--- src/rtl/kc_sched_pkg.sv ---
// Shared types and the HID keymap for the keycode event scheduler.
// lookup() turns a HID usage code into {hit, player, action}.
package kc_sched_pkg;

    typedef enum logic [1:0] {
        ST_IDLE,
        ST_SCAN,
        ST_COMMIT
    } state_t;

    typedef enum logic [2:0] {
        ACT_UP    = 3'd0,
        ACT_DOWN  = 3'd1,
        ACT_LEFT  = 3'd2,
        ACT_RIGHT = 3'd3,
        ACT_PUNCH = 3'd4,
        ACT_KICK  = 3'd5,
        ACT_BLOCK = 3'd6
    } action_t;

    typedef struct packed {
        logic    hit;
        logic    player;
        action_t action;
    } map_t;

    localparam logic [7:0] KEY_P0_UP    = 8'h1A;
    localparam logic [7:0] KEY_P0_DOWN  = 8'h16;
    localparam logic [7:0] KEY_P0_LEFT  = 8'h04;
    localparam logic [7:0] KEY_P0_RIGHT = 8'h07;
    localparam logic [7:0] KEY_P0_PUNCH = 8'h09;
    localparam logic [7:0] KEY_P0_KICK  = 8'h0A;
    localparam logic [7:0] KEY_P0_BLOCK = 8'h0B;
    localparam logic [7:0] KEY_P1_UP    = 8'h52;
    localparam logic [7:0] KEY_P1_DOWN  = 8'h51;
    localparam logic [7:0] KEY_P1_LEFT  = 8'h50;
    localparam logic [7:0] KEY_P1_RIGHT = 8'h4F;
    localparam logic [7:0] KEY_P1_PUNCH = 8'h0E;
    localparam logic [7:0] KEY_P1_KICK  = 8'h0F;
    localparam logic [7:0] KEY_P1_BLOCK = 8'h33;

    function automatic map_t lookup(input logic [7:0] code);
        map_t m;
        m = '{hit: 1'b1, player: 1'b0, action: ACT_UP};
        case (code)
            KEY_P0_UP:    m.action = ACT_UP;
            KEY_P0_DOWN:  m.action = ACT_DOWN;
            KEY_P0_LEFT:  m.action = ACT_LEFT;
            KEY_P0_RIGHT: m.action = ACT_RIGHT;
            KEY_P0_PUNCH: m.action = ACT_PUNCH;
            KEY_P0_KICK:  m.action = ACT_KICK;
            KEY_P0_BLOCK: m.action = ACT_BLOCK;
            KEY_P1_UP:    begin m.player = 1'b1; m.action = ACT_UP;    end
            KEY_P1_DOWN:  begin m.player = 1'b1; m.action = ACT_DOWN;  end
            KEY_P1_LEFT:  begin m.player = 1'b1; m.action = ACT_LEFT;  end
            KEY_P1_RIGHT: begin m.player = 1'b1; m.action = ACT_RIGHT; end
            KEY_P1_PUNCH: begin m.player = 1'b1; m.action = ACT_PUNCH; end
            KEY_P1_KICK:  begin m.player = 1'b1; m.action = ACT_KICK;  end
            KEY_P1_BLOCK: begin m.player = 1'b1; m.action = ACT_BLOCK; end
            default:      m.hit = 1'b0;
        endcase
        return m;
    endfunction

endpackage

--- src/rtl/kc_event_fifo.sv ---
// First-word fall-through event FIFO with a 5-bit payload.
// When empty, rdata keeps showing the most recently popped entry.
module kc_event_fifo #(
    parameter int DEPTH = 8
) (
    input  logic                   Clk,
    input  logic                   Reset,
    input  logic                   push,
    input  logic                   pop,
    input  logic [4:0]             wdata,
    output logic [4:0]             rdata,
    output logic [$clog2(DEPTH):0] count,
    output logic                   full,
    output logic                   empty
);
    localparam int AW = $clog2(DEPTH);
    localparam int CW = AW + 1;

    logic [DEPTH-1:0][4:0] mem_q, mem_d;
    logic [AW-1:0]         wr_ptr_q, wr_ptr_d, rd_ptr_q, rd_ptr_d;
    logic [CW-1:0]         count_q, count_d;
    logic [4:0]            last_q, last_d;
    logic                  push_ok, pop_ok;

    assign empty = (count_q == '0);
    assign full  = (count_q == CW'(DEPTH));
    assign count = count_q;
    assign rdata = empty ? last_q : mem_q[rd_ptr_q];

    always_comb begin
        pop_ok   = pop && !empty;
        // A simultaneous pop frees the slot, so a push into a full FIFO still lands.
        push_ok  = push && (!full || pop_ok);
        mem_d    = mem_q;
        if (push_ok) begin
            mem_d[wr_ptr_q] = wdata;
        end
        wr_ptr_d = wr_ptr_q + AW'(push_ok);
        rd_ptr_d = rd_ptr_q + AW'(pop_ok);
        count_d  = count_q + CW'(push_ok) - CW'(pop_ok);
        last_d   = pop_ok ? mem_q[rd_ptr_q] : last_q;
    end

    always_ff @(posedge Clk) begin
        mem_q <= mem_d;
    end

    always_ff @(posedge Clk or posedge Reset) begin
        if (Reset) begin
            wr_ptr_q <= '0;
            rd_ptr_q <= '0;
            count_q  <= '0;
            last_q   <= '0;
        end else begin
            wr_ptr_q <= wr_ptr_d;
            rd_ptr_q <= rd_ptr_d;
            count_q  <= count_d;
            last_q   <= last_d;
        end
    end

endmodule

--- src/rtl/keycode_event_scheduler.sv ---
// Per-frame scan of the four HID keycode slots against the previous frame,
// emitting ordered press/release events for each player into an event FIFO.
module keycode_event_scheduler
    import kc_sched_pkg::*;
#(
    parameter int         DEPTH      = 8,
    parameter logic [2:0] FIGHT_MODE = 3'd2
) (
    input  logic                   Clk,
    input  logic                   Reset,
    input  logic [7:0]             keycode0,
    input  logic [7:0]             keycode1,
    input  logic [7:0]             keycode2,
    input  logic [7:0]             keycode3,
    input  logic [2:0]             game_mode,
    input  logic                   frame_tick,
    input  logic                   ev_ready,
    input  logic                   ovf_clr,
    output logic                   ev_valid,
    output logic                   ev_player,
    output logic [2:0]             ev_action,
    output logic                   ev_press,
    output logic [$clog2(DEPTH):0] fifo_count,
    output logic                   overflow,
    output logic                   busy
);
    state_t          state_q, state_d;
    logic [2:0]      step_q, step_d;
    logic [3:0][7:0] cur_q, cur_d, prev_q, prev_d;
    logic            overflow_q, overflow_d;

    logic [3:0][7:0] same_set, other_set;
    logic [7:0]      cand;
    map_t            cand_map;
    logic            seen, push, pop, drop, fifo_full, fifo_empty;
    logic [4:0]      push_ev, head_ev;

    // Steps 0-3 look at cur as presses, steps 4-7 look at prev as releases.
    always_comb begin
        same_set  = step_q[2] ? prev_q : cur_q;
        other_set = step_q[2] ? cur_q : prev_q;
        cand      = same_set[step_q[1:0]];
        cand_map  = lookup(cand);
        seen      = 1'b0;
        for (int j = 0; j < 4; j++) begin
            if (other_set[j] == cand) seen = 1'b1;
            if ((2'(j) < step_q[1:0]) && (same_set[j] == cand)) seen = 1'b1;
        end
        push    = (state_q == ST_SCAN) && (cand != 8'h00) && !seen && cand_map.hit
                  && (game_mode == FIGHT_MODE);
        push_ev = {cand_map.player, cand_map.action, ~step_q[2]};
    end

    always_comb begin
        state_d = state_q;
        step_d  = step_q;
        cur_d   = cur_q;
        prev_d  = prev_q;
        case (state_q)
            ST_IDLE: begin
                if (frame_tick) begin
                    cur_d   = {keycode3, keycode2, keycode1, keycode0};
                    step_d  = 3'd0;
                    state_d = ST_SCAN;
                end
            end
            ST_SCAN: begin
                step_d = step_q + 3'd1;
                if (step_q == 3'd7) state_d = ST_COMMIT;
            end
            ST_COMMIT: begin
                prev_d  = cur_q;
                state_d = ST_IDLE;
            end
            default: state_d = ST_IDLE;
        endcase
    end

    assign pop  = ev_valid && ev_ready;
    assign drop = push && fifo_full && !pop;

    // A drop in the same cycle as a clear keeps the flag set.
    always_comb begin
        overflow_d = overflow_q;
        if (ovf_clr) overflow_d = 1'b0;
        if (drop)    overflow_d = 1'b1;
    end

    always_ff @(posedge Clk or posedge Reset) begin
        if (Reset) begin
            state_q    <= ST_IDLE;
            step_q     <= 3'd0;
            cur_q      <= '0;
            prev_q     <= '0;
            overflow_q <= 1'b0;
        end else begin
            state_q    <= state_d;
            step_q     <= step_d;
            cur_q      <= cur_d;
            prev_q     <= prev_d;
            overflow_q <= overflow_d;
        end
    end

    kc_event_fifo #(.DEPTH(DEPTH)) u_fifo (
        .Clk   (Clk),
        .Reset (Reset),
        .push  (push),
        .pop   (pop),
        .wdata (push_ev),
        .rdata (head_ev),
        .count (fifo_count),
        .full  (fifo_full),
        .empty (fifo_empty)
    );

    assign ev_valid                         = !fifo_empty;
    assign {ev_player, ev_action, ev_press} = head_ev;
    assign overflow                         = overflow_q;
    assign busy                             = (state_q != ST_IDLE);

endmodule

--- config.mk ---
export PLATFORM = sky130hd
export DESIGN_NAME = keycode_event_scheduler
export DESIGN_NICKNAME = d
export VERILOG_FILES = /design/src/rtl/kc_sched_pkg.sv /design/src/rtl/kc_event_fifo.sv /design/src/rtl/keycode_event_scheduler.sv
export SDC_FILE = /design/constraint.sdc
export NUM_CORES = 1
export LEC_CHECK = 0
export BUFFER_PORTS_ARGS = -buffer_cell sky130_fd_sc_hd__buf_2
export CORE_ASPECT_RATIO = 0.9
export CORE_MARGIN = 2
export CORE_UTILIZATION = 55
export CTS_CLUSTER_DIAMETER = 120
export DETAILED_ROUTE_END_ITERATION = 8
export PLACE_DENSITY = 0.77
export SYNTH_ARGS = -nofsm -noshare
export SYNTH_HDL_FRONTEND = slang
export SYNTH_HIERARCHICAL = 1
export SYNTH_SLANG_ARGS = --single-unit
--- constraint.sdc ---
create_clock -name Clk -period 3.5 [get_ports Clk]
set_input_delay 0.525 -clock Clk [delete_from_list [all_inputs] [get_ports Clk]]
set_output_delay 0.525 -clock Clk [all_outputs]
set_load 0.01 [all_outputs]
Word level (Yosys, flattened, before mapping)
Index checks and enable logic that the tools add are counted.
{"block": "classes", "n_eq_ne": 29, "magnitude_cmp": 8, "n_mux": 28, "bitwise": 1, "n_addsub": 5, "n_reduce_logical": 36}
{"op": "equality test 8 bit", "count": 8}
{"op": "two-way mux 32 bit", "count": 2}
{"op": "bitwise mux 40 bit", "count": 1}
{"op": "equality test 8 x 4 -> 1 bit, second input constant", "count": 5}
{"op": "equality test 8 x 7 -> 1 bit, second input constant", "count": 4}
{"op": "case mux 3 bit (6 select lines)", "count": 1}
{"op": "binary-select mux 8 bit (select 2 bit)", "count": 1}
{"op": "equality test 8 x 3 -> 1 bit, second input constant", "count": 2}
{"op": "equality test 8 x 5 -> 1 bit, second input constant", "count": 2}
{"op": "binary-select mux 5 bit (select 3 bit)", "count": 1}
{"op": "demux 5 bit (select 3 bit)", "count": 1}
{"op": "two-way mux 5 bit", "count": 3}
{"op": "logical AND 1 bit", "count": 14}
{"op": "OR reduction 14 bit", "count": 1}
{"op": "two-way mux 1 bit", "count": 12}
{"op": "OR reduction 2 bit", "count": 6}
{"op": "equality test 8 x 6 -> 1 bit, second input constant", "count": 1}
{"op": "less-than comparator 3 x 4 -> 1 bit, second input constant", "count": 2}
{"op": "two-way mux 8 bit", "count": 1}
{"op": "nonzero test 8 bit", "count": 1}
{"op": "OR reduction 7 bit", "count": 1}
{"op": "adder 3 x 1 -> 3 bit", "count": 2}
{"op": "case mux 3 bit (2 select lines)", "count": 1}
{"op": "AND reduction 2 bit", "count": 3}
{"op": "other kinds (23)", "count": 31}
{"block": "totals", "out_inout_bits": 12, "wordCells": 130, "ff_bits": 125, "inputBits": 40}

Logic depth before layout (Yosys ltp)
Gate-level depths: netlist of the first run.
{"block": "logic_depth", "depth_word": 19, "depth_mapped": 20, "depth_no_buf": 15}

By module
The synthesis of the first run kept the hierarchy.
{"module": "keycode_event_scheduler", "instances": 1, "area_each_um2": 5167.5, "cells_per_inst": 458, "seq_area_each_um2": 1751.7}
{"module": "kc_event_fifo", "instances": 1, "area_each_um2": 2363.5, "cells_per_inst": 156, "seq_area_each_um2": 1576.5}

Worst setup path after synthesis of the first run
OpenSTA, ideal clock, no wires.
{"block": "synth_timing", "kind": "reg-to-reg", "startpoint": "register step_q[0]", "endpoint": "register u_fifo.count_q[2], in the netlist u_fifo/count[2]", "setup_time_ns": 0.122, "arrival_ns": 3.418, "path_slack_ns": -0.040, "synth_period_minus_slack_ns": 3.540, "path_stages_with_launch": 16, "t_required_ns": 3.378, "n_path_buf": 2, "path_cell_list": "dfrtp_1 -> clkbuf_1 -> mux4_1 -> mux2_2 -> buf_2 -> nor3_1 -> a31o_2 -> o311ai_1 -> a21boi_1 -> nor2_1 -> o21ai_2 -> ha_1 -> inv_1 -> ha_1 -> fa_1 -> xor2_1"}
{"block": "synth_between", "elab_chain_len": 18, "elab_cells_between_ends": 51, "classes_between": "add/sub (2); order compare (4); eq/ne (22); mux (11); reduce/logical (12)"}
{"element": "start: declaration", "line_no": "keycode_event_scheduler.sv:28", "text": "logic [2:0] step_q, step_d;"}
{"element": "start signal: assignment", "line_no": "keycode_event_scheduler.sv:98", "text": "step_q <= step_d;"}
{"element": "binary-select mux 8 bit (select 2 bit)", "line_no": "keycode_event_scheduler.sv:42", "text": "cand = same_set[step_q[1:0]];"}
{"element": "two-way mux 8 bit (implied by the code)", "line_no": "keycode_event_scheduler.sv:42"}
{"element": "equality test 8 bit (on tied branches)", "line_no": "keycode_event_scheduler.sv:46, keycode_event_scheduler.sv:47"}
{"element": "two-way mux 1 bit or logical AND 1 bit (tied branches)", "line_no": "keycode_event_scheduler.sv:46, keycode_event_scheduler.sv:47"}
{"element": "two-way mux 1 bit", "line_no": "keycode_event_scheduler.sv:47", "text": "if ((2'(j) < step_q[1:0]) && (same_set[j] == cand)) seen = 1'b1;"}
{"element": "two-way mux 1 bit", "line_no": "keycode_event_scheduler.sv:46", "text": "if (other_set[j] == cand) seen = 1'b1;"}
{"element": "two-way mux 1 bit", "line_no": "keycode_event_scheduler.sv:47"}
{"element": "two-way mux 1 bit", "line_no": "keycode_event_scheduler.sv:46"}
{"element": "[... 4 more ...]"}
{"element": "logical AND 1 bit", "line_no": "keycode_event_scheduler.sv:49", "text": "push = (state_q == ST_SCAN) && (cand != 8'h00) && !seen && cand_map.hit"}
{"element": "logical AND 1 bit (*)", "line_no": "keycode_event_scheduler.sv:49"}
{"element": "logical AND 1 bit (*)", "line_no": "keycode_event_scheduler.sv:50", "text": "&& (game_mode == FIGHT_MODE);"}
{"element": "named net push", "line_no": "keycode_event_scheduler.sv:35", "text": "logic seen, push, pop, drop, fifo_full, fifo_empty;"}
{"element": "logical AND 1 bit (*)", "line_no": "kc_event_fifo.sv:33", "text": "push_ok = push && (!full || pop_ok);"}
{"element": "adder 4 x 1 -> 4 bit (*)", "line_no": "kc_event_fifo.sv:40", "text": "count_d = count_q + CW'(push_ok) - CW'(pop_ok);"}
{"element": "subtractor 4 x 1 -> 4 bit (*)", "line_no": "kc_event_fifo.sv:40"}
{"element": "named net u_fifo.count_d[2]", "line_no": "kc_event_fifo.sv:21", "text": "logic [CW-1:0] count_q, count_d;"}
{"element": "end signal: assignment", "line_no": "kc_event_fifo.sv:57", "text": "count_q <= count_d;"}
{"element": "end: declaration", "line_no": "kc_event_fifo.sv:21"}
The timed path passes the listed nets; every way through them passes the cells marked *. The select of a mux whose other input is x is not followed.
A chain may end at the register's enable or synchronous reset.

Final worst setup path of the first run
{"block": "layout_timing", "startpoint": "register step_q[2]", "endpoint": "register u_fifo.count_q[2], in the netlist u_fifo/count[2]"}
{"block": "layout_between", "elab_chain_len": 19, "elab_cells_between_ends": 49, "classes_between": "add/sub (2); eq/ne (22); mux (13); reduce/logical (12)"}
{"element": "two-way mux 32 bit", "line_no": "keycode_event_scheduler.sv:40", "text": "same_set = step_q[2] ? prev_q : cur_q;"}
{"element": "binary-select mux 8 bit (select 2 bit)", "line_no": "keycode_event_scheduler.sv:42"}
{"element": "two-way mux 8 bit (implied by the code)", "line_no": "keycode_event_scheduler.sv:42"}
{"element": "equality test 8 bit (on tied branches)", "line_no": "keycode_event_scheduler.sv:46, keycode_event_scheduler.sv:47"}
{"element": "two-way mux 1 bit or logical AND 1 bit (tied branches)", "line_no": "keycode_event_scheduler.sv:46, keycode_event_scheduler.sv:47"}
{"element": "two-way mux 1 bit", "line_no": "keycode_event_scheduler.sv:47"}
{"element": "two-way mux 1 bit", "line_no": "keycode_event_scheduler.sv:46"}
{"element": "two-way mux 1 bit", "line_no": "keycode_event_scheduler.sv:47"}
{"element": "[... 5 more ...]"}
{"element": "logical AND 1 bit", "line_no": "keycode_event_scheduler.sv:49"}
{"element": "logical AND 1 bit (*)", "line_no": "keycode_event_scheduler.sv:49"}
{"element": "logical AND 1 bit (*)", "line_no": "keycode_event_scheduler.sv:50"}
{"element": "named net push", "line_no": "keycode_event_scheduler.sv:35"}
{"element": "logical AND 1 bit (*)", "line_no": "kc_event_fifo.sv:33"}
{"element": "adder 4 x 1 -> 4 bit (*)", "line_no": "kc_event_fifo.sv:40"}
{"element": "subtractor 4 x 1 -> 4 bit (*)", "line_no": "kc_event_fifo.sv:40"}
{"element": "named net u_fifo.count_d[2]", "line_no": "kc_event_fifo.sv:21"}
Marked as above.

==> results of run 1 <==
==> registers in the layout, indices dropped and copies added (netlist names), 3 cells and up <==
register / count
u_fifo/wr_ptr_q: 3
cur_q: 32
u_fifo/rd_ptr_q: 3
u_fifo/count: 4
prev_q: 32
u_fifo/mem_q: 40
step_q: 3
u_fifo/last_q: 5
==> final cells by class <==
class | instances | area, µm² | share of cell area (%)
Clock buffer | 18 | 439 | 4.48
Clock inverter | 14 | 134 | 1.37
Inverter | 20 | 78.8 | 0.804
Multi-Input combinational cell | 439 | 4180 | 42.6
Sequential cell | 125 | 3330 | 34.0
Tap cell | 168 | 210 | 2.15
Timing Repair Buffer | 192 | 1430 | 14.6
==> worst reg2reg max path: cells and delay by family (launching register included) <==
kind	cells	cell delay [ns]
DFF	1	0.55
buffers and inverters	3	0.39
muxes	2	0.75
and+or+nand+nor	3	0.51
adders and majority gates	3	0.79
xor gates and xnor gates	2	0.42
AOI/OAI and AO/OA	2	0.30
==> synthesized netlist by cell type, types with 2 or more instances <==
library cell,number,area (µm²)
dfrtp_1,85,2130
mux2i_1,80,801
mux2_2,79,890
xnor2_1,47,412
edfxtp_1,40,1200
xor2_1,24,210
nand2_1,23,86.3
nor2_1,21,78.8
inv_1,18,67.6
o21ai_0,16,80.1
ha_1,13,163
nor3_1,13,65.1
o31ai_1,12,90.1
buf_2,11,55.1
nand3_1,11,55.1
a21oi_1,10,50.1
clkbuf_1,10,37.5
nand2b_1,9,56.3
mux4_2,8,180
nor4_1,8,50.1
a22o_1,7,61.3
nand4_1,6,37.5
mux4_1,5,131
o22ai_1,5,31.3
buf_4,4,30.0
nor2b_1,4,25.0
o211ai_1,4,30.0
buf_6,3,33.8
mux2i_4,3,67.6
nor4b_1,3,26.3
a31oi_1,2,12.5
a41oi_1,2,17.5
buf_12,2,40.0
o311ai_0,2,17.5
==> layer usage <==
layer / vias up / GRT usage, % / wire length, µm
met5: - / 0 / 0
met1: 2885 / 40.1 / 8870
met2: 267 / 45.4 / 9630
met3: 40 / 7.07 / 1510
met4: 0 / 8.72 / 402
li1: 2641 / - / -
==> repair_timing <==
action,CTS,global route
setup buffers,19,7
endpoints found under the setup margin,47,55
pin swaps,10,8
endpoints found under the hold margin,0,0
cloned,0,0
resized for setup,29,29
==> how the worst max path moves through the flow <==
stage / start / endpoint / slack [ns] / cells after the start
finish: step_q[2] / u_fifo/count[2] / -0.33 / 15
global route: step_q[2] / u_fifo/count[2] / -0.44 / 15
CTS: step_q[2] / u_fifo/count[1] / -0.28 / 16
detailed placement: step_q[2] / u_fifo/count[2] / -0.54 / 15
global placement: step_q[2] / u_fifo/count[2] / -0.48 / 15
floorplan: step_q[2] / u_fifo/count[2] / 0.005 / 17
==> cell families after synthesis <==
kind of cell               share of synthesized area, %
AOI/OAI and AO/OA                                  6.80
xor gates and xnor gates                           8.26
adders and majority gates                          2.43
buffers and inverters                              3.61
DFF                                                44.2
muxes                                              27.7
and+or+nand+nor                                    7.06
==> through the flow <==
stage,util (%),setup TNS (ns),cells
finish,73.3,-4.55,976
global route,73.3,-8.84,976
CTS,71.9,-0.939,969
detailed placement,65.3,-6.85,919
global placement,65.3,-5.37,919
floorplan,-,0,614
==> summary.txt, run 1 <==
Die
  • Starting Density: 56.4%
  • Die span in y: 115 µm
  • Die Width: 127 µm
  • Core Region: 0.0134 mm²
  • # IOs: 52
  • # rows: 40
  • Overall die area: 0.0146 mm²

Synthesis
  • Yosys cell types: 58
  • Netlist Area Pre-Place: 0.00753 mm²
  • Synthesized net count: 668
  • Synth Flop Type: dfrtp_1
  • Post-Synthesis Cells: 614
  • Number of synthesized flops with an enable pin: 40
  • Synthesis-stage register bit count: 125
  • Asr flop ratio synth: around two thirds
  • Avg Cell Area, Syn: 12.3 µm²
  • Seq/Total Area, Yosys: 44.2%
  • Ys Warns: 6

Placed design
  • Placed Instance Area: slightly below 0.009 mm²
  • Routability cong.: slightly below 1
  • I/O Buffers: 51
  • Post-DP HPWL: 14.6 mm
  • Setup WS pre-CTS: -0.536 ns

Route
  • Via/cell ratio: ~6
  • DR iter-0 viols: 488
  • Drc violations: 0
  • Routed Antenna Nets: 0
  • WL final: 20.4 mm
  • DR WL/cell: between 20 and 25 µm
  • Vias: 5833
  • Drt pass-1 iters: 5

Final layout
  • Layout cell share with drive strength beyond 1: between 40% and 50%
  • Most common cell after layout, fill and taps aside: buf_4
  • # diodes: 0
  • Area Overhead vs Synth: 30.1%
  • Layout Nets: between 800 and 900
  • Fillers: 922
  • Fin area: 0.00980 mm²
  • Most frequent cells in the layout: 127 x buf_4, 84 x dfrtp_1, 78 x mux2i_1

Global routing
  • First-pass GRT wire length: about 32 mm
  • Initial antenna violation count: 0
  • Largest net degree at the start of global routing: 34
  • Number of global-route vias before repair: 5882
  • Total grt overflow: 0
  • Gr usage total: 28.9%

Setup path
  • Critical path's slowest cell: mux4_2
  • R2R Setup Slk: -0.33 ns
  • Crit Path Class: reg -> reg
  • R2R cell count: 15
  • Worst R2R End: u_fifo/count[2]
  • Worst setup EP type: flip-flop
  • Largest stage delay, worst path: 0.57 ns
  • CP Cell Sequence: buf_6 -> mux2i_1 -> mux4_2 -> buf_4 -> xor2_1 -> nor4_2 -> a31oi_1 -> nand4_1 -> nor2_2 -> o21ai_2 -> ha_1 -> inv_2 -> ha_4 -> fa_2 -> xor2_1
  • CP bufs+invs: 3
  • Top delay family on crit path: adder cells
  • Arr. time, crit path: 4.15 ns
  • Worst endpoint required time: 3.82 ns
  • Startpoint types: flip-flop
  • Cell with the most instances on the worst path: xor2_1
  • Critical R2R Launch: step_q[2]
  • Critical Path Fanout Max: 6

CTS
  • Clock slew at reported path FFs: roughly 0.060 ns
  • CTS sink count: 125
  • TritonCTS Buffers: 17
  • CTS tree: done
  • Clock Path Buffers: 2
  • Clock root cell: clkbuf_16
  • H-tree depth: 4
  • CTS Hold Bufs: 0
  • Clock latency on the worst-skew pair: 0.43 ns

Min path
  • Worst hold path type: in -> async

Timing
  • RSZ-0062 raised after global routing: true
  • Crit path time final: ~3.8 ns
  • Hold Vio Cnt, Final: 0
  • Max Fclk: 261 MHz
  • Final Cycle Share: 109%
  • Min Hold Slack: 0.173 ns
  • Final worst slack: -0.330 ns
  • Max Slew Vio Count: 0
  • Final Skew: approximately 0.013 ns
  • Worst-Margin Slew: between 1 and 1.5 ns
  • Endpoints failing setup: 40
  • Headroom to the max-slew limit: between 30 and 40%

Run
  • Max-Cap Viols: 0

Outcome
  • Failing checks: setup timing
  • Status: complete, but fails checks
Power of run 1 is left out: the tool's default activity adds up to more than one toggle a clock period on the data nets, which glitch-free logic cannot reach.
==> inputs of run 2 (changes only) <==
- CORE_UTILIZATION: 55 -> 57
- CTS_BUF_LIST: default -> sky130_fd_sc_hd__clkbuf_8
- PLACE_DENSITY: 0.77 -> 0.79
==> run 2 against run 1 <==
The flow still finishes with violations (setup timing); count of clock-buffer cells in the layout shrank 1; fmax rose by 2.0%; core utilization grew 2.2 points; sequential share of layout area up 0.49 points; critical path type unchanged; via count fell by 2.8%; clock skew increased by 0.0013 ns; die area fell by 3.4%; hold slack lost 0.029 ns.
==> summary.txt, run 2 (synthesis gave the netlist of run 1 again) <==
CTS
  • TritonCTS Buffers: 17 (unchanged)
  • Clock latency on the worst-skew pair: 0.46 ns (+0.03 ns)
  • Clock Path Buffers: 2 (unchanged)
  • Clock slew at reported path FFs: 0.09 ns (+0.03 ns)
  • CTS tree: done
  • Clock root cell: clkbuf_8
  • H-tree depth: 4 (unchanged)
  • CTS sink count: 125 (unchanged)

Timing
  • Final worst slack: -0.254 ns (+0.0756 ns)
  • Max Fclk: 266 MHz (+2.0%)
  • RSZ-0062 raised after global routing: true
  • Final Skew: 0.0142 ns (+0.00134 ns)
  • Worst-Margin Slew: 1.03 ns (-0.0225 ns)
  • Headroom to the max-slew limit: 31.6% (+1.5 points)
  • Max Slew Vio Count: 0 (unchanged)
  • Final Cycle Share: 107% (-2.2 points)
  • Hold Vio Cnt, Final: 0 (unchanged)
  • Crit path time final: 3.75 ns (-0.0756 ns)
  • Endpoints failing setup: 29 (-28%)

Setup path
  • Number of stages on the worst setup path: 16 (+1)
  • Worst setup EP type: flip-flop
  • CP Cell Sequence: buf_12 -> buf_12 -> mux2i_2 -> mux4_2 -> xnor2_2 -> nand2_1 -> nor4_2 -> a31oi_1 -> nand4_1 -> nor2_2 -> o21ai_2 -> ha_1 -> inv_2 -> ha_4 -> fa_2 -> xor2_1
  • Startpoint types: flip-flop
  • Worst endpoint required time: 3.84 ns (+0.02 ns)
  • Crit Path Class: reg -> reg
  • R2R cell count: 16 (+1)
  • Largest stage delay, worst path: 0.64 ns (+0.07 ns)
  • CP bufs+invs: 3 (unchanged)
  • Critical path's slowest cell: mux4_2
  • Top delay family on crit path: multiplexers
  • Arr. time, crit path: 4.09 ns (-0.06 ns)
  • Critical Path Fanout Max: 7 (+1)
  • Cell with the most instances on the worst path: buf_12

Global routing
  • Largest net degree at the start of global routing: 41 (+21%)
  • Initial antenna violation count: 0 (unchanged)
  • Total grt overflow: 0 (unchanged)
  • Gr usage total: 28.5% (-0.34 points)
  • Number of global-route vias before repair: 5783 (-1.7%)
  • First-pass GRT wire length: 31.1 mm (-2.6%)

Final layout
  • Area Overhead vs Synth: 28.3%
  • # diodes: 0 (unchanged)
  • Layout Nets: 848 (-0.12%)
  • Layout cell share with drive strength beyond 1: 44.6% (-0.19 points)
  • Max reg flops: 40 (unchanged)
  • Biggest registers after layout: u_fifo/mem_q x40, cur_q x32, prev_q x32
  • Most frequent cells in the layout: 124 x buf_4, 84 x dfrtp_1, 78 x mux2_2
  • Most common cell after layout, fill and taps aside: buf_4
  • Largest Register: u_fifo/mem_q

Placed design
  • Setup WS pre-CTS: -0.370 ns (+0.167 ns)
  • I/O Buffers: 51 (unchanged)
  • Post-DP HPWL: 14.1 mm (-3.5%)
  • Routability cong.: 1.03 (+5.8%)

Die
  • Overall die area: 0.0141 mm² (-3.4%)
  • Core Region: 0.0128 mm² (-4.3%)
  • # IOs: 52 (unchanged)
  • Starting Density: 58.9% (+2.5 points)
  • Die span in y: 113 µm (-1.7%)
  • # rows: 39 (-2.5%)
  • Die Width: 125 µm (-1.7%)

Route
  • DR top layer: met4
  • Metal2 WL: 9.08 mm (-5.7%)
  • Routed Antenna Nets: 0 (unchanged)
  • Via/cell ratio: 5.84 (-2.3%)
  • DR iter-0 viols: 491 (+0.61%)
  • Drt pass-1 iters: 5 (unchanged)
  • M1 WL: 9.12 mm (+2.9%)
  • DR WL/cell: 20.1 µm (-3.7%)
  • WL final: 19.6 mm (-4.2%)
  • Drc violations: 0 (unchanged)
  • Routed wl met3: 1.16 mm (-23%)
  • Vias: 5669 (-2.8%)

Run
  • Max-Cap Viols: 0 (unchanged)

Min path
  • Worst hold path type: in -> async

Outcome
  • Failing checks: setup timing
  • Status: complete, but fails checks
-- run 2: path summary, 6_finish.rpt --
path / from / to / slack, ns
max in group asynchronous: Reset / cur_q[15] / 2.64
hold reg to reg: overflow / overflow / 0.51
setup reg to reg: step_q[2] / u_fifo/count[2] / -0.25
setup / recovery: step_q[2] / u_fifo/count[2] / -0.25
min in group Clk: keycode0[6] / cur_q[6] / 0.29
hold / removal: Reset / u_fifo/wr_ptr_q[0] / 0.14
-- run 2: what timing repair did --
action | in CTS | in global routing
gates resized for setup | 24 | 30
hold buffers | 0 | 0
setup endpoints to repair | 21 | 46
buffers inserted | 13 | 9
cloned | 1 | 0
pin swaps | 10 | 16
-- run 2: stage by stage --
step / hold WS [ns] / utilization [%] / setup TNS, ns / std cells / cell area [µm²]
floorplan: 0.426 / - / 0 / 614 / 7540
global placement: 0.477 / 68.6 / -0.879 / 917 / 8780
detailed placement: 0.493 / 68.6 / -1.31 / 917 / 8780
CTS: 0.136 / 73.9 / -0.614 / 962 / 9440
global route: 0.179 / 75.6 / -6.25 / 971 / 9660
finish: 0.144 / 75.6 / -3.13 / 971 / 9660
-- run 2: routing by layer --
layer / track usage [%] / up-vias
li1: - / 2636
met1: 41.5 / 2827
met2: 44.1 / 185
met3: 6.38 / 21
met4: 6.81 / 0
met5: 0 / -
-- run 2: layout make-up --
cell class / count / area, µm²
Multi-Input combinational cell: 439 / 4150
Tap cell: 164 / 205
Sequential cell: 125 / 3330
Fill cell: 812 / 3130
Clock buffer: 17 / 234
Timing Repair Buffer: 191 / 1470
Inverter: 20 / 78.8
Clock inverter: 15 / 198
-- run 2: worst register-to-register path: cells and delay by family (launching register included) --
| family | cells | cell delay (ns) |
|---|---|---|
| multiplexers | 2 | 0.81 |
| adder cells (fa/ha/maj) | 3 | 0.77 |
| AND/OR/NAND/NOR | 4 | 0.58 |
| flip-flops | 1 | 0.54 |
| buffers and inverters | 3 | 0.35 |
| XOR/XNOR | 2 | 0.34 |
| AO/OA/AOI/OAI | 2 | 0.24 |
Power of run 2 is left out for the same reason.
==> inputs of run 3 (changes only) <==
- CORE_UTILIZATION: 57 -> 51
- PLACE_DENSITY: 0.79 -> 0.72
- TNS_END_PERCENT: default -> 5
==> run 3 against run 2 <==
The run still ends with setup timing left; global-route usage is 3.6 points lower; sequential share of layout area grew 0.21 points; sequential cell count unchanged; fmax up 1.5%; routed wire length shrank 2.5%; non-clock buffer count is 9 lower; design area down 0.61%; hold slack got worse by 0.023 ns; via count down 2.2%.
==> summary.txt, run 3 (synthesis gave the netlist of run 1 again) <==
CTS
  • Clock root cell: clkbuf_8
  • Clock latency on the worst-skew pair: 0.46 ns (about the same)
  • CTS tree: done
  • Clock slew at reported path FFs: 0.07 ns (-0.02 ns)
  • CTS Hold Bufs: 0 (unchanged)
  • H-tree depth: 4 (unchanged)
  • CTS sink count: 125 (unchanged)
  • Clock Path Buffers: 2 (unchanged)
  • TritonCTS Buffers: 17 (unchanged)

Route
  • Via/cell ratio: 5.57 (-4.7%)
  • DR WL/cell: 19.1 µm (-4.9%)
  • WL final: 19.1 mm (-2.5%)
  • DR iter-0 viols: 353 (-28%)
  • M1 WL: 9.22 mm (+1.1%)
  • Drt pass-1 iters: 5 (unchanged)
  • Routed wl met3: 1.16 mm (-0.17%)
  • Drc violations: 0 (unchanged)
  • Routed Antenna Nets: 0 (unchanged)
  • Vias: 5543 (-2.2%)
  • Metal2 WL: 8.48 mm (-6.5%)
  • DR top layer: met4

Global routing
  • Gr usage total: 24.9% (-3.6 points)
  • Initial antenna violation count: 0 (unchanged)
  • Total grt overflow: 0 (unchanged)
  • Largest net degree at the start of global routing: 37 (-9.8%)
  • Number of global-route vias before repair: 5594 (-3.3%)
  • First-pass GRT wire length: 30.1 mm (-3.1%)

Die
  • Core Region: 0.0146 mm² (+14%)
  • Starting Density: 51.7% (-7.2 points)
  • Overall die area: 0.0158 mm² (+11%)
  • Die span in y: 119 µm (+5.5%)
  • # IOs: 52 (unchanged)
  • # rows: 42 (+7.7%)
  • Die Width: 132 µm (+5.5%)

Timing
  • Endpoints failing setup: 11 (-62%)
  • Headroom to the max-slew limit: 32.7% (+1.2 points)
  • RSZ-0062 raised after global routing: true
  • Final Cycle Share: 106% (-1.6 points)
  • Max Slew Vio Count: 0 (unchanged)
  • Worst-Margin Slew: 1.01 ns (-0.0177 ns)
  • Min Hold Slack: 0.122 ns (-0.0230 ns)
  • Hold Vio Cnt, Final: 0 (unchanged)
  • Final worst slack: -0.197 ns (+0.0569 ns)
  • Final Skew: 0.0164 ns (+0.00219 ns)
  • Crit path time final: 3.70 ns (-0.0569 ns)
  • Max Fclk: 270 MHz (+1.5%)

Final layout
  • Biggest registers after layout: u_fifo/mem_q x40, cur_q x32, prev_q x32
  • Max reg flops: 40 (unchanged)
  • Fillers: 1138 (+40%)
  • Most frequent cells in the layout: 119 x buf_4, 84 x dfrtp_1, 77 x mux2_2, 77 x mux2i_1, 51 x buf_2
  • Most common cell after layout, fill and taps aside: buf_4
  • Largest Register: u_fifo/mem_q
  • Layout cell share with drive strength beyond 1: 44.1% (-0.50 points)
  • Area Overhead vs Synth: 27.5%
  • Layout Nets: 839 (-1.1%)
  • Area of the multi-input gates: 0.00415 mm² (about the same)
  • FF/Latch Area: 0.00333 mm² (unchanged)
  • # diodes: 0 (unchanged)
  • Fin area: 0.00960 mm² (-0.61%)

Outcome
  • Failing checks: setup timing
  • Status: complete, but fails checks

Setup path
  • Crit Path Class: reg -> reg
  • CP bufs+invs: 4 (+1)
  • CP Cell Sequence: clkbuf_16 -> mux4_2 -> mux2i_4 -> buf_4 -> nand2_1 -> buf_4 -> nor2_1 -> nor2_1 -> o21ai_1 -> a21boi_2 -> nor2_2 -> o21ai_2 -> ha_1 -> inv_2 -> ha_4 -> fa_2 -> xor2_1
  • Arr. time, crit path: 4.03 ns (-0.06 ns)
  • Startpoint types: flip-flop
  • Critical Path Fanout Max: 8 (+1)
  • Critical path's slowest cell: dfrtp_4
  • Worst endpoint required time: 3.83 ns (about the same)
  • Worst setup EP type: flip-flop
  • Largest stage delay, worst path: 0.56 ns (-0.08 ns)
  • Top delay family on crit path: multiplexers

Run
  • Max-Cap Viols: 0 (unchanged)

Placed design
  • I/O Buffers: 51 (unchanged)
  • Post-DP HPWL: 14.2 mm (+1.3%)
  • Routability cong.: 0.958 (-7.3%)
  • Placed Instance Area: 0.00882 mm² (+0.48%)

Min path
  • Worst hold path type: in -> async
[run 3: layout make-up]
cell class | count | area share [%]
Inverter | 20 | 0.821
Clock buffer | 17 | 2.44
Clock inverter | 15 | 1.80
Sequential cell | 125 | 34.7
Tap cell | 198 | 2.58
Timing Repair Buffer | 182 | 14.4
Multi-Input combinational cell | 439 | 43.2
[run 3: worst register-to-register path, stage by stage (launching register included)]
cell	delay, ns
dfrtp_4	0.56
clkbuf_16	0.21
mux4_2	0.54
mux2i_4	0.23
buf_4	0.15
nand2_1	0.06
buf_4	0.14
nor2_1	0.12
nor2_1	0.07
o21ai_1	0.18
a21boi_2	0.09
nor2_2	0.17
o21ai_2	0.08
ha_1	0.29
inv_2	0.05
ha_4	0.15
fa_2	0.33
xor2_1	0.15
[run 3: routing by layer]
layer | global-route usage (%) | up-vias
met1 | 37.0 | 2739
met2 | 37.1 | 170
met4 | 5.98 | 0
met3 | 5.66 | 20
li1 | - | 2614
met5 | 0 | -
[run 3: worst paths after layout]
check	startpoint	slack, ns	endpoint	cells after the start
min in group Clk	keycode2[6]	0.30	cur_q[22]	2
worst min-delay path	Reset	0.12	step_q[0]	2
worst max register to register	step_q[2]	-0.20	u_fifo/count[2]	17
worst min register to register	overflow	0.50	overflow	2
max in group asynchronous	Reset	2.51	prev_q[31]	3
worst max-delay path	step_q[2]	-0.20	u_fifo/count[2]	17
[run 3: what timing repair did]
| item | in CTS | in global routing |
|---|---|---|
| gates resized for setup | 20 | 29 |
| pin swaps | 5 | 13 |
| gates cloned | 1 | 2 |
| endpoints found under the setup margin | 39 | 46 |
| buffers inserted | 5 | 5 |
[run 3: per-stage QoR]
| step | std cells | util (%) | setup TNS, ns | worst slack [ns] |
|---|---|---|---|---|
| finish | 996 | 66.0 | -0.746 | -0.197 |
| floorplan | 614 | - | 0 | 0.00538 |
| detailed placement | 951 | 60.6 | -1.26 | -0.332 |
| global placement | 951 | 60.6 | -1.65 | -0.308 |
| global route | 996 | 66.0 | -5.15 | -0.346 |
| CTS | 989 | 64.4 | -0.422 | -0.148 |
Power of run 3 is left out for the same reason.
